File: config.mk
export PLATFORM = sky130hd
export DESIGN_NAME = ahb_matrix_input_stage
export DESIGN_NICKNAME = d
export VERILOG_FILES = /design/src/rtl/ahb_matrix_input_stage.sv
export SDC_FILE = /design/constraint.sdc
export NUM_CORES = 1
export LEC_CHECK = 0
export ABC_AREA = 1
export CAP_MARGIN = 10
export CORE_ASPECT_RATIO = 1.5
export CORE_MARGIN = 1.5
export CORE_UTILIZATION = 43
export CTS_BUF_LIST = sky130_fd_sc_hd__clkbuf_16
export DETAILED_ROUTE_END_ITERATION = 10
export PLACE_DENSITY = 0.8
export SLEW_MARGIN = 15
export SYNTH_ARGS = -nofsm -noshare
export SYNTH_HDL_FRONTEND = slang
export SYNTH_SLANG_ARGS = --single-unit
File: constraint.sdc
create_clock -name HCLK -period 1.6 [get_ports HCLK]
set_input_delay 0.32 -clock HCLK [delete_from_list [all_inputs] [get_ports HCLK]]
set_output_delay 0.32 -clock HCLK [all_outputs]
set_load 0.05 [all_outputs]
File: src/rtl/ahb_matrix_input_stage.sv
// ahb_matrix_input_stage: master-facing end of one bus-matrix port; holds unaccepted address phases and tracks the data phase
module ahb_matrix_input_stage #(
  parameter int ADDR_WIDTH = 32,
  parameter int MW         = 4
) (
  input  logic                  HCLK,
  input  logic                  HRESETn,
  input  logic                  HSELS,
  input  logic [ADDR_WIDTH-1:0] HADDRS,
  input  logic [1:0]            HTRANSS,
  input  logic                  HWRITES,
  input  logic [2:0]            HSIZES,
  input  logic [2:0]            HBURSTS,
  input  logic [3:0]            HPROTS,
  input  logic [MW-1:0]         HMASTERS,
  input  logic                  HMASTLOCKS,
  input  logic                  HREADYS,
  output logic                  HREADYOUTS,
  output logic                  HRESPS,
  input  logic                  grant,
  input  logic                  hready_m,
  input  logic                  data_ready,
  input  logic                  data_resp,
  output logic                  active_trans,
  output logic                  sel_o,
  output logic [ADDR_WIDTH-1:0] haddr_o,
  output logic [1:0]            htrans_o,
  output logic                  hwrite_o,
  output logic [2:0]            hsize_o,
  output logic [2:0]            hburst_o,
  output logic [3:0]            hprot_o,
  output logic [MW-1:0]         hmaster_o,
  output logic                  hmastlock_o
);
  localparam int FW = ADDR_WIDTH + 2 + 1 + 3 + 3 + 4 + MW + 1;
  logic          hold_q, hold_d, dp_q, dp_d, new_trans, accept;
  logic [FW-1:0] fields_in, fields_q, fields_d;
  assign fields_in = {HADDRS, HTRANSS, HWRITES, HSIZES, HBURSTS, HPROTS, HMASTERS, HMASTLOCKS};
  assign new_trans = HSELS & HREADYS & HTRANSS[1];
  assign accept    = grant & hready_m;
  assign {haddr_o, htrans_o, hwrite_o, hsize_o, hburst_o, hprot_o, hmaster_o, hmastlock_o} =
    hold_q ? fields_q : fields_in;
  assign sel_o        = hold_q | (HSELS & HREADYS);
  assign active_trans = hold_q | new_trans;
  assign HREADYOUTS   = dp_q ? data_ready : !hold_q;
  assign HRESPS       = dp_q & data_resp;
  // next state: capture a refused transfer, release it on accept, and track the data phase it launches
  always_comb begin
    hold_d   = hold_q ? !accept : new_trans & !accept;
    fields_d = (!hold_q & new_trans & !accept) ? fields_in : fields_q;
    dp_d     = (accept & (hold_q | new_trans)) | (dp_q & !data_ready);
  end
  // state registers; asynchronous reset drops any held transfer immediately
  always_ff @(posedge HCLK or negedge HRESETn) begin
    if (!HRESETn) begin
      hold_q   <= 1'b0;
      dp_q     <= 1'b0;
      fields_q <= '0;
    end else begin
      hold_q   <= hold_d;
      dp_q     <= dp_d;
      fields_q <= fields_d;
    end
  end
endmodule

# Word-level counts from Yosys, hierarchy flattened
# Index checks and enable logic that the tools add are counted.
# Widths: inputs -> output; s select.
[word_totals]
ff_bits = 52
in_bits = 58
[classes]
muxes = 3
n_reduce_logical = 3
bitwise_logic = 12
[ops]
columns = ["operator", "n"]
rows = [
  ["$mux 50", 1],
  ["$and 1x1->1", 9],
  ["$logic_not 1->1", 3],
  ["$or 1x1->1", 3],
  ["$mux 1", 2],
]

# Logic depth before layout (Yosys ltp)
[depth]
ltp_word = 5
ltp_mapped = 8
depth_no_buf = 5

# Worst setup path before layout
# No wires, ideal clock.
[synth_timing]
path_kind = "register -> output"
from = "register hold_q"
to = "output HREADYOUTS"
slack_ps = -529
arrival_ps = 1809
path_stages_with_launch = 4
path_cell_list = "dfrtp_1 -> buf_4 -> clkbuf_1 -> o21ai_0"
[synth_between]
elab_chain_cells = 2
[synth_lines]
columns = ["element", "line_no", "source"]
rows = [
  ["start: declaration", "36", "logic hold_q, hold_d, dp_q, dp_d, new_trans, accept;"],
  ["start signal: assignment", "60", "hold_q <= hold_d;"],
  ["$logic_not 1->1", "45", "assign HREADYOUTS = dp_q ? data_ready : !hold_q;"],
  ["$mux 1", "45", ""],
  ["end: declaration", "18", "output logic HREADYOUTS,"],
]
# Every way passes these cells.

# Worst setup path after layout
[layout_timing]
from = "register hold_q"
to = "output htrans_o[1]"
[layout_between]
elab_chain_cells = 1
[layout_lines]
columns = ["element", "line_no", "source"]
rows = [
  ["$mux 50", "42", "hold_q ? fields_q : fields_in;"],
  ["end: declaration", "27", "output logic [1:0] htrans_o,"],
]
# Every way passes these cells.

==> flow_summary.toml <==
[setup_path]
worstPathArrival_ps = 1360
critPathKind = "reg2out"
end_kind = "output pin"
cp-start-kind = "register"
crit_fanout = 8
cp_data_required_time_ps = 1280

[sta]
setup_violations = 53
final_max_slew_viol_count = 0
rsz0062_at_grt = "yes"
fin_ws_ps = -77.5
maxSlewHeadroom_pct = 80.7
max_freq_mhz = 596
hold_slack_ps = 13.6
tightest_slew_ps = 289
min_period_ps = 1680
fin_crit_sh_pct = 105
hold_viol = 0
clock-skew-final_ps = 4.69

[detailed_routing]
drt-total-wl_um = 8540
drtAntennaViolNets = 0
via_count = 3065
drc = 0
drt_iter0_drc = 171
post_drt_wl_per_cell_um = 14.4
firstDrtPassIters = 4
avgViaCountPerCell = 5.16

[synth]
synth_top_area_share_pct = 47.9
yosysTopAreaCell = "dfrtp_1"
synth_most_common_cell = "nand2_1"
synth_flop_cell = "dfrtp_1"
synth_cell_types = 14
yosysWarningCount = 0
netlist_area_um2 = 2710
synth_edf_count = 0
netlist_instances = 396
syn_nets = 454
synth_commonest_cells = "252 x nand2_1, 52 x dfrtp_1, 51 x nand3_1"
synth_area_leaders = "dfrtp_1 48%, nand2_1 35%, nand3_1 9.4%"
synthArstFlopShare_pct = 100
synth_seq_cells = 52
ys_seq_area_share_pct = 47.9
avgSynthCellArea_um2 = 6.85

[clock_tree]
worstSkewPairLatency_ps = 280
clockRootBuffer = "clkbuf_16"
htree_levels = 2
cts_tree = "built"
cts_num_sinks = 52
path_clk_slew_ps = 70
postCtsHoldBufs = 0
numCtsBuffers = 5
clk_path_buf_depth = 2

[pwr]
peakVddDrop_mv = 0.704
finalPower_mw = 5.45
powerDensity_nw_per_um2 = 1190
p_leak_nw = 2.44

[place]
gp_congestion = 0.785
dp_hpwl_um = 5340
portBuffers = 111

[hold_path]
hold_path.class = "in2async"

[floorplanning]
die-height_um = 100
die_w_um = 67.9
core_area_um2 = 6130
start_util_pct = 44.3
ios = 112
rows = 35
fp.dieArea_um2 = 6810

[global_route]
grt-ovfl-total = 0
grt_pass1_vias = 2966
antenna_found_initial = 0
grt_pass1_wl_um = 13500
grt_max_degree = 53
track_usage_pct = 25.8

[status]
violations = "negative setup slack"
status = "finished with violations"

[job]
max_cap_violations = 0

[layout]
syn2layout_area_growth_pct = 68.9
nets = 577
n_antenna_cell = 0
drive_gt1_share_pct = 26.2
worst paths after layout:
path                           endpoint    startpoint  cells past startpoint  slack, ps
setup / recovery            htrans_o[1]        hold_q                      6        -80
hold / removal              fields_q[6]       HRESETn                      2         10
setup reg to reg           fields_q[48]        hold_q                      8         90
hold reg to reg            fields_q[25]  fields_q[25]                      2        470
max in group asynchronous        hold_q       HRESETn                      2       1330
min in group HCLK          fields_q[25]  fields_q[25]                      2        470
registers in the layout (all words and copies together), names as in the netlist:
signal	cells
fields_q	50
dp_q	1
hold_q	1
per-stage QoR:
stage / setup TNS, ps / worst slack (ps) / utilization, % / cell area, µm² / cells
finish: -2900 / -77.5 / 74.8 / 4580 / 594
global route: -5650 / -137 / 74.8 / 4580 / 594
CTS: -2670 / -78.3 / 73.4 / 4500 / 594
detailed placement: -3150 / -90.8 / 63.7 / 3910 / 573
global placement: -1670 / -47.5 / 63.7 / 3910 / 573
floorplan: -147 / -147 / - / 2710 / 396
layout by cell type (no fill, tap or decap):
cell,Yosys,routed
inv_6,1,1
clkinv_2,0,2
dfrtp_2,0,1
nand2_1,252,216
o21ai_4,0,1
buf_8,0,7
o21ai_2,0,1
clkinv_1,0,1
buf_4,1,15
buf_6,2,48
inv_8,0,1
nor2_1,1,1
o21ai_0,4,1
buf_2,10,1
clkbuf_16,0,5
o21ai_1,1,2
nor2_4,1,1
nand2_4,1,3
inv_1,6,6
nand3_1,51,50
buf_12,0,10
nand3_2,0,1
nand2_2,0,34
buf_16,0,4
clkdlybuf4s50_1,0,56
dfrtp_1,52,51
cell type report:
class / instances / area (µm²)
clock buffers: 5 / 125
clock inverters: 3 / 13.8
well taps: 74 / 92.6
repair buffers: 141 / 1630
inverters: 7 / 33.8
repair inverters: 1 / 8.76
flip-flops and latches: 52 / 1300
multi-input cells: 311 / 1370
fillers: 455 / 1550
power breakdown:
| group | leakage, nW | total (mW) | switching [mW] | internal [mW] |
|---|---|---|---|---|
| registers | 0.649 | 1.84 | 0.199 | 1.64 |
| clock network | 0.0710 | 1.03 | 0.459 | 0.569 |
| logic | 1.72 | 2.59 | 1.55 | 1.04 |
| total | 2.44 | 5.45 | 2.21 | 3.25 |
worst max-delay path, stage by stage, from the launching register on:
cell and delay [ps]:
dfrtp_2 460, inv_8 120, buf_6 110, buf_6 90, nand2_4 60, o21ai_4 70
buf_12 150
cell families (layout without fill, tap and decap cells):
kind of cell / Yosys count / count (layout) / synth area share, %
and+or+nand+nor: 306 / 306 / 45.2
DFF: 52 / 52 / 47.9
AOI/OAI and AO/OA: 5 / 5 / 0.922
buffers and inverters: 33 / 157 / 5.90
routing by layer:
layer  GRT usage, %  share of wire (%)
met1           30.7                 39
met4           7.54                2.1
met5              0                  0
met2           47.7                 54
met3           2.47                4.8
repair_timing:
action / CTS / global route
pin swaps: 15 / 2
buffers inserted: 8 / 0
endpoints found under the setup margin: 52 / 53
resized for setup: 82 / 29
cloned: 5 / 0
Note: power is estimated with default switching activity, not from simulation.
